`src/rtl/axi_burst_gen.sv`:
```
// rtl/axi_burst_gen.sv - AXI INCR address-channel burst generator
// Splits a linear byte command into bursts limited by MAX_LEN beats and 4 KB boundaries.
module axi_burst_gen #(
  parameter int ADDR_WIDTH = 12,
  parameter int DATA_WIDTH = 32,
  parameter int MAX_LEN    = 16,
  parameter int CNT_WIDTH  = 16
) (
  input  logic                  aclk,
  input  logic                  aresetn,
  input  logic                  cmd_valid,
  output logic                  cmd_ready,
  input  logic [ADDR_WIDTH-1:0] cmd_addr,
  input  logic [CNT_WIDTH-1:0]  cmd_bytes,
  output logic [ADDR_WIDTH-1:0] axaddr,
  output logic [7:0]            axlen,
  output logic [2:0]            axsize,
  output logic [1:0]            axburst,
  output logic                  axvalid,
  input  logic                  axready,
  output logic                  busy,
  output logic                  done
);

  localparam int BPB      = DATA_WIDTH / 8;
  localparam int SZ       = $clog2(BPB);
  localparam int BND_BITS = (ADDR_WIDTH < 12) ? ADDR_WIDTH : 12;
  localparam int TW       = BND_BITS + 1;
  localparam int CW_A     = (CNT_WIDTH > TW) ? CNT_WIDTH : TW;
  localparam int CW2      = (CW_A > 9) ? CW_A : 9;

  typedef enum logic [1:0] {S_IDLE, S_CALC, S_ISSUE} state_t;

  state_t                r_state;
  logic [ADDR_WIDTH-1:0] r_cur_addr;
  logic [CNT_WIDTH-1:0]  r_rem_beats;
  logic [8:0]            r_beats;
  logic [ADDR_WIDTH-1:0] r_axaddr;
  logic [7:0]            r_axlen;
  logic                  r_axvalid;
  logic                  r_busy;
  logic                  r_done;
  logic                  r_cmd_ready;

  logic                  w_frac;
  logic [CNT_WIDTH-1:0]  w_cmd_beats;
  logic [TW-1:0]         w_to_bnd;
  logic [CW2-1:0]        w_rem_x;
  logic [CW2-1:0]        w_bnd_x;
  logic [CW2-1:0]        w_cap_x;
  logic [8:0]            w_beats;
  logic [ADDR_WIDTH-1:0] w_step;
  logic [CNT_WIDTH-1:0]  w_rem_next;

  assign w_frac      = (cmd_bytes & CNT_WIDTH'(BPB - 1)) != '0;
  assign w_cmd_beats = (cmd_bytes >> SZ) + CNT_WIDTH'(w_frac);

  // Beats left before the next boundary; never zero because cur_addr is beat aligned.
  assign w_to_bnd = ((TW'(1) << BND_BITS) - TW'(r_cur_addr[BND_BITS-1:0])) >> SZ;
  assign w_rem_x  = CW2'(r_rem_beats);
  assign w_bnd_x  = CW2'(w_to_bnd);

  always_comb begin
    w_cap_x = CW2'(MAX_LEN);
    w_beats = 9'(MAX_LEN);
    if (w_bnd_x < w_cap_x) begin
      w_cap_x = w_bnd_x;
      w_beats = w_bnd_x[8:0];
    end
    if (w_rem_x < w_cap_x) begin
      w_beats = w_rem_x[8:0];
    end
  end

  assign w_step     = ADDR_WIDTH'(r_beats) << SZ;
  assign w_rem_next = r_rem_beats - CNT_WIDTH'(r_beats);

  always_ff @(posedge aclk or negedge aresetn) begin
    if (!aresetn) begin
      r_state     <= S_IDLE;
      r_cur_addr  <= '0;
      r_rem_beats <= '0;
      r_beats     <= '0;
      r_axaddr    <= '0;
      r_axlen     <= '0;
      r_axvalid   <= 1'b0;
      r_busy      <= 1'b0;
      r_done      <= 1'b0;
      r_cmd_ready <= 1'b0;
    end else begin
      r_done <= 1'b0;
      case (r_state)
        S_IDLE: begin
          r_cmd_ready <= 1'b1;
          if (cmd_valid && r_cmd_ready) begin
            r_cur_addr  <= cmd_addr & ~ADDR_WIDTH'(BPB - 1);
            r_rem_beats <= w_cmd_beats;
            if (w_cmd_beats == '0) begin
              r_done <= 1'b1;
            end else begin
              r_state     <= S_CALC;
              r_busy      <= 1'b1;
              r_cmd_ready <= 1'b0;
            end
          end
        end
        S_CALC: begin
          r_beats   <= w_beats;
          r_axaddr  <= r_cur_addr;
          r_axlen   <= 8'(w_beats - 9'd1);
          r_axvalid <= 1'b1;
          r_state   <= S_ISSUE;
        end
        S_ISSUE: begin
          if (axready) begin
            r_cur_addr  <= r_cur_addr + w_step;
            r_rem_beats <= w_rem_next;
            r_axvalid   <= 1'b0;
            if (w_rem_next == '0) begin
              r_state     <= S_IDLE;
              r_busy      <= 1'b0;
              r_done      <= 1'b1;
              r_cmd_ready <= 1'b1;
            end else begin
              r_state <= S_CALC;
            end
          end
        end
        default: r_state <= S_IDLE;
      endcase
    end
  end

  assign cmd_ready = r_cmd_ready;
  assign axaddr    = r_axaddr;
  assign axlen     = r_axlen;
  assign axsize    = 3'(SZ);
  assign axburst   = 2'b01;
  assign axvalid   = r_axvalid;
  assign busy      = r_busy;
  assign done      = r_done;

endmodule

```
`config.mk`:
```
export PLATFORM = sky130hd
export DESIGN_NAME = axi_burst_gen
export DESIGN_NICKNAME = d
export VERILOG_FILES = /design/src/rtl/axi_burst_gen.sv
export SDC_FILE = /design/constraint.sdc
export NUM_CORES = 1
export LEC_CHECK = 0
export ABC_AREA = 1
export BUFFER_PORTS_ARGS = -buffer_cell sky130_fd_sc_hd__buf_2
export CAP_MARGIN = 20
export CORE_ASPECT_RATIO = 0.75
export CORE_UTILIZATION = 35
export CTS_BUF_LIST = sky130_fd_sc_hd__clkbuf_8
export DETAILED_ROUTE_END_ITERATION = 8
export GPL_TIMING_DRIVEN = 0
export PLACE_DENSITY = 0.58
export SLEW_MARGIN = 20
export SYNTH_ARGS = -nofsm -noshare
export SYNTH_HDL_FRONTEND = slang
export SYNTH_SLANG_ARGS = --single-unit
```
`constraint.sdc`:
```
create_clock -name aclk -period 3.3 [get_ports aclk]
set_input_delay 0.495 -clock aclk [delete_from_list [all_inputs] [get_ports aclk]]
set_output_delay 0.495 -clock aclk [all_outputs]
set_load 0.02 [all_outputs]
```
# Yosys cells after proc, flatten, opt, wreduce, memory -nomap -nowiden
# Index checks and enable logic that the tools add are counted.
dict set report word_totals {
  inputBits 32
  elab_cells 65
  out_inout_bits 29
  ff_bits 63
}
dict set report op_classes {
  eq_ne 6
  muxes 30
  add_sub_neg 5
  order_cmp 2
  n_reduce_logical 12
}
# op n
set ops {}
lappend ops {{$logic_not A16 Y1} 2}
lappend ops {{$mux W16} 2}
lappend ops {{$pmux W16 S2} 1}
lappend ops {{$mux W12} 2}
lappend ops {{$pmux W12 S2} 1}
lappend ops {{$mux W9} 2}
lappend ops {{$lt A16 B11 Y1} 1}
lappend ops {{$reduce_bool A16 Y1} 1}
lappend ops {{$sub A16 B9 Y16} 1}
lappend ops {{$add A14 B1 Y15} 1}
lappend ops {{$mux W1} 13}
lappend ops {{$sub A13 B12 Y13 const A} 1}
lappend ops {{$add A12 B11 Y12} 1}
lappend ops {{$lt A11 B5 Y1 const B} 1}
lappend ops {{$mux W11} 1}
lappend ops {{$reduce_and A3 Y1} 3}
lappend ops {{$ne A2 B2 Y1 const B} 4}
lappend ops {{$pmux W1 S2} 4}
lappend ops {{$sub A8 B1 Y8 const B} 1}
lappend ops {{$mux W2} 3}
lappend ops {{$pmux W2 S3} 1}
lappend ops {{$reduce_and A5 Y1} 1}
lappend ops {{$reduce_bool A2 Y1} 2}
lappend ops {{$eq A2 B1 Y1 const B} 1}
lappend ops {{other kinds (4)} 4}

# Logic depth before layout (Yosys ltp)
dict set report logic_depth {
  word_depth 6
  mapped_depth 30
  mapped_depth_nobuf 29
}

# Least setup slack after synthesis
# Ideal clock, no wire load.
dict set report synth_path {
  path_type {reg2reg}
  start {register r_cur_addr[2]}
  end {register r_axlen[4] (netlist: axlen[4])}
  period_less_slack_ns 2.986
  arrival_time_ns 2.869
  setup_time_ns 0.117
  path_slack_ns 0.314
  path_stages_with_launch 31
  t_required_ns 3.183
  path_buffers 1
  cell_sequence {dfrtp_1 inv_1 ha_1 nand2_1 nor2_1 nand3_1 nand2_1 nand2_1 inv_2 o21ai_0 a21oi_1 inv_1 ha_1 nand2_1 inv_1 nand2_1 nand2_1 nand2_1 nand2_2 nand2_4 nand2_4 buf_12 nand2_2 nand2_4 ha_1 nand2_1 nor2_2 nand2_1 nand2_1 nand2_1 nand2_1}
}
dict set report synth_via {
  elab_chain_len 6
  word_cells_on_any_way 7
  classes_between {2 x add/sub; 2 x order compare; 3 x mux}
}
# element line_no
set synth_rtl {}
lappend synth_rtl {{start, declared} 35} ;# logic [ADDR_WIDTH-1:0] r_cur_addr;
lappend synth_rtl {{start signal, assigned} 96} ;# r_cur_addr <= cmd_addr & ~ADDR_WIDTH'(BPB - 1);
lappend synth_rtl {{start signal, assigned} 116} ;# r_cur_addr <= r_cur_addr + w_step;
lappend synth_rtl {{$sub A13 B12 Y13 *} 59} ;# assign w_to_bnd = ((TW'(1) << BND_BITS) - TW'(r_cur_addr[BND_BITS-1:0])) >> SZ;
lappend synth_rtl {{$lt A11 B5 Y1} 66} ;# if (w_bnd_x < w_cap_x) begin
lappend synth_rtl {{$mux W11} 66}
lappend synth_rtl {{$lt A16 B11 Y1} 70} ;# if (w_rem_x < w_cap_x) begin
lappend synth_rtl {{$mux W9 *} 70}
lappend synth_rtl {{$sub A8 B1 Y8 *} 110} ;# r_axlen <= 8'(w_beats - 9'd1);
lappend synth_rtl {{end signal, assigned} 110}
lappend synth_rtl {{end, declared} 39} ;# logic [7:0] r_axlen;
# Every way passes the cells marked *; elsewhere a longest branch is shown, timed or not.
# A chain may end at the register's enable or synchronous reset.

# Final worst setup path
dict set report layout_path {
  start {register r_cur_addr[3]}
  end {register r_axlen[4] (netlist: axlen[4])}
}
# The elaborated chain is that of the path after synthesis.

==> run summary <==
==================================================================================================
Share of total power in combinational logic .........................................        0.669
Number of buffers and inverters on the critical path ................................            5
Standard cell area after detailed placement .........................................  0.00483 mm²
Crit share post-route ...............................................................        0.935
First-pass iteration count of the detailed router ...................................            4
Clock transition time at the flip-flop clock pins of the worst setup and hold paths .        70 ps
Maximum fanout count along the critical path ........................................            6
Switching power summed over all nets ................................................      3.11 mW
CTS Sinks ...........................................................................           59
Largest clock skew in the final design ..............................................      5.69 ps
Most frequent standard cell in the layout excluding fill and tap cells ..............      nand2_1
Most frequent cells in the layout ................................................... 103 x nand2_1, 68 x inv_1, 59 x dfrtp_1
Final cell area excluding filler cells ..............................................  0.00525 mm²
Slew headroom .......................................................................        0.482
Register area share after synthesis .................................................        0.341
Cell-internal power .................................................................      2.84 mW
Footprint of the multi-input gates ..................................................  0.00259 mm²
Sequential cell area ................................................................  0.00148 mm²
# IOs ...............................................................................           61
Yosys reg bits ......................................................................           59
Worst setup path class ..............................................................      reg2reg
Number of distinct library cells after synthesis ....................................           40
Top cell by count, worst path .......................................................      nand2_1
Worst min-delay path category .......................................................     in2async
Number of endpoints failing setup at the final stage ................................            0
Diodes inserted .....................................................................            0
Number of buffers on the longest clock path .........................................            2
Number of warning messages in the yosys log .........................................            0
Cells after Synth ...................................................................          574
Area of the placeable core ..........................................................   0.0118 mm²
Mean routed wirelength per cell .....................................................      14.9 µm
First-pass GRT wire length ..........................................................    20,200 µm
Place WS ............................................................................      -197 ps
Fill cell total of the finished layout ..............................................        1,254
Skew-Pair Late Insertion Delay ......................................................       360 ps
Cell area after technology mapping ..................................................  0.00433 mm²
Family with the most delay on the worst path ........................................ simple AND/OR/NAND/NOR gates
Area share of the leading cell type in the synthesized netlist ......................        0.341
Global placer's final weighted congestion ...........................................        0.875
NumNets Final .......................................................................          730
Proportion of total power due to net switching ......................................        0.522
Post-route setup TNS ................................................................         0 ps
Layout cells sized above 1 ..........................................................        0.209
IR Drop Worst-Case VDD ..............................................................   0.000415 V
Max incr delay on CP ................................................................       390 ps
DRC violation count after routing ...................................................            0
Wire length reported by the detailed router .........................................    12,400 µm
Sequential share of power ...........................................................        0.227
PnR Total Power .....................................................................      5.95 mW
Worst Setup Slack, final ............................................................       214 ps
Post-DP HPWL ........................................................................      9480 µm
Initial DRC Count ...................................................................          225
Number of max-slew violations in the final report ...................................            0
Total overflow reported by the global router ........................................            0
Largest area contributor in the netlist .............................................      dfrtp_1
Average vias per placed instance ....................................................         5.01
Startpoint types ....................................................................    flip-flop
WP data arrival .....................................................................      3330 ps
Min Hold Slack ......................................................................       215 ps
Fraction of power consumed by the clock network .....................................        0.104
Vertical extent of the die ..........................................................      98.3 µm
Worst Setup End Kind ................................................................    flip-flop
GRT Util Overall ....................................................................        0.207
Number of global-route vias before repair ...........................................        4,028
PortBufs ............................................................................           51
Pin count of the biggest net entering global routing ................................           60
Final hold violation count ..........................................................            0
Initial antenna violation count .....................................................            0
Post-CTS Hold Fix Bufs ..............................................................            0
Number of buffers added by the clock tree synthesis step ............................            9
Time the worst path needs with I/O delays and setup .................................      3090 ps
Slew of the pin with the lowest slew margin .........................................       778 ps
Result of the run ................................................................... complete, no violations
Overall die width ...................................................................       130 µm
P_leak ..............................................................................      2.64 nW
Overall die area ....................................................................   0.0128 mm²
Clk Tree Root Cell ..................................................................     clkbuf_8
Standard-cell rows ..................................................................           34
Cell with the largest stage delay on the worst path .................................      dfrtp_1
Total via count in the routed design ................................................        4,160
Ranking of synthesized cells by area ................................................ dfrtp_1 34%, nand2_1 9.4%, ha_1 9.3%
Mapped Avg Cell Area ................................................................     7.54 µm²
H-tree depth ........................................................................            3
Peak clock frequency supported by timing ............................................      324 MHz
Number of nets with antenna violations after routing ................................            0
Area growth from synthesis to final layout ..........................................        21.3%
CTS tree ............................................................................        built
Critical path data required time ....................................................      3550 ps
Initial standard-cell utilization of the core .......................................        0.366
Power density normalized to cell area ...............................................  1130 mW/mm²
Maximum capacitance violations ......................................................            0
==================================================================================================
[power by group through the flow]
stage	clock network, mW	registers [mW]	logic, mW
floorplan	0	1.42	2.59
global placement	0	1.35	3.56
detailed placement	0	1.36	3.62
CTS	0.630	1.35	3.70
global route	0.664	1.40	4.44
finish	0.618	1.35	3.98
[timing repair]
| item | 4_1_cts | 5_1_grt |
|---|---|---|
| setup buffers | 6 | 11 |
| pin swaps | 1 | 6 |
| gates resized for setup | 5 | 23 |
| endpoints found under the setup margin | 5 | 7 |
[area by class of cell]
| type | instances | area share |
|---|---|---|
| Clock buffer | 11 | 0.0288 |
| Tap cell | 162 | 0.0386 |
| Buffer | 22 | 0.0238 |
| Inverter | 78 | 0.0562 |
| Multi-Input combinational cell | 426 | 0.493 |
| Sequential cell | 59 | 0.281 |
| Timing Repair Buffer | 68 | 0.0734 |
| Clock inverter | 5 | 0.00524 |
[kinds of logic after synthesis]
| logic type | Yosys count | synth area share |
|---|---|---|
| flip-flops | 59 | 0.341 |
| AO/OA/AOI/OAI | 115 | 0.152 |
| XOR/XNOR | 30 | 0.0607 |
| adder cells (fa/ha/maj) | 34 | 0.102 |
| buffers and inverters | 100 | 0.0966 |
| AND/OR/NAND/NOR | 234 | 0.246 |
| other | 2 | 0.00174 |
[worst register-to-register path: cells and delay by family (launching register included)]
kind                       cells  cell delay [ps]
DFF                            1              390
and+or+nand+nor               20             1360
buffers and inverters          5              430
AOI/OAI and AO/OA              2              170
adders and majority gates      3              620
[worst paths after layout]
check                                   start             to  slack [ps]  cells past startpoint
worst max register to register  r_cur_addr[3]       axlen[4]         210                     30
worst max-delay path            r_cur_addr[3]       axlen[4]         210                     30
max in group asynchronous             aresetn  r_cur_addr[4]        2570                      1
worst min register to register       axlen[4]       axlen[4]         480                      2
min in group aclk                     axready     r_state[1]         350                      2
worst min-delay path                  aresetn      cmd_ready         210                      1
[sequential cells by signal, indices dropped and copies added (netlist names)]
name,flops
axaddr,10
axlen,8
axvalid,1
busy,1
cmd_ready,1
done,1
r_beats,9
r_cur_addr,10
r_rem_beats,16
r_state,2
[stage by stage]
stage | cells | utilization
floorplan | 585 | -
global placement | 798 | 0.408
detailed placement | 798 | 0.408
CTS | 820 | 0.428
global route | 831 | 0.444
finish | 831 | 0.444
[cells in the mapped netlist, drive strengths merged]
| master | n |
|---|---|
| a21boi | 2 |
| o21ai | 63 |
| conb | 2 |
| nor3b | 1 |
| nand3b | 3 |
| a211oi | 1 |
| dfrtp | 59 |
| o211ai | 7 |
| nand4 | 6 |
| a21oi | 25 |
| buf | 9 |
| nand2 | 121 |
| xor2 | 23 |
| fa | 2 |
| xnor2 | 7 |
| clkbuf | 13 |
| nor3 | 7 |
| nand3 | 32 |
| o21bai | 2 |
| o22ai | 13 |
| a31oi | 2 |
| inv | 78 |
| nor2 | 54 |
| ha | 32 |
| nor4 | 5 |
| or2 | 5 |
[per-layer routing]
metal	vias to the layer above	GRT usage	share of wire
met4	0	0.0610	0.016
met2	148	0.296	0.41
li1	2042	-	-
met1	1946	0.307	0.50
met5	-	0	0
met3	24	0.0482	0.072
Note: power is estimated with default switching activity, not from simulation.
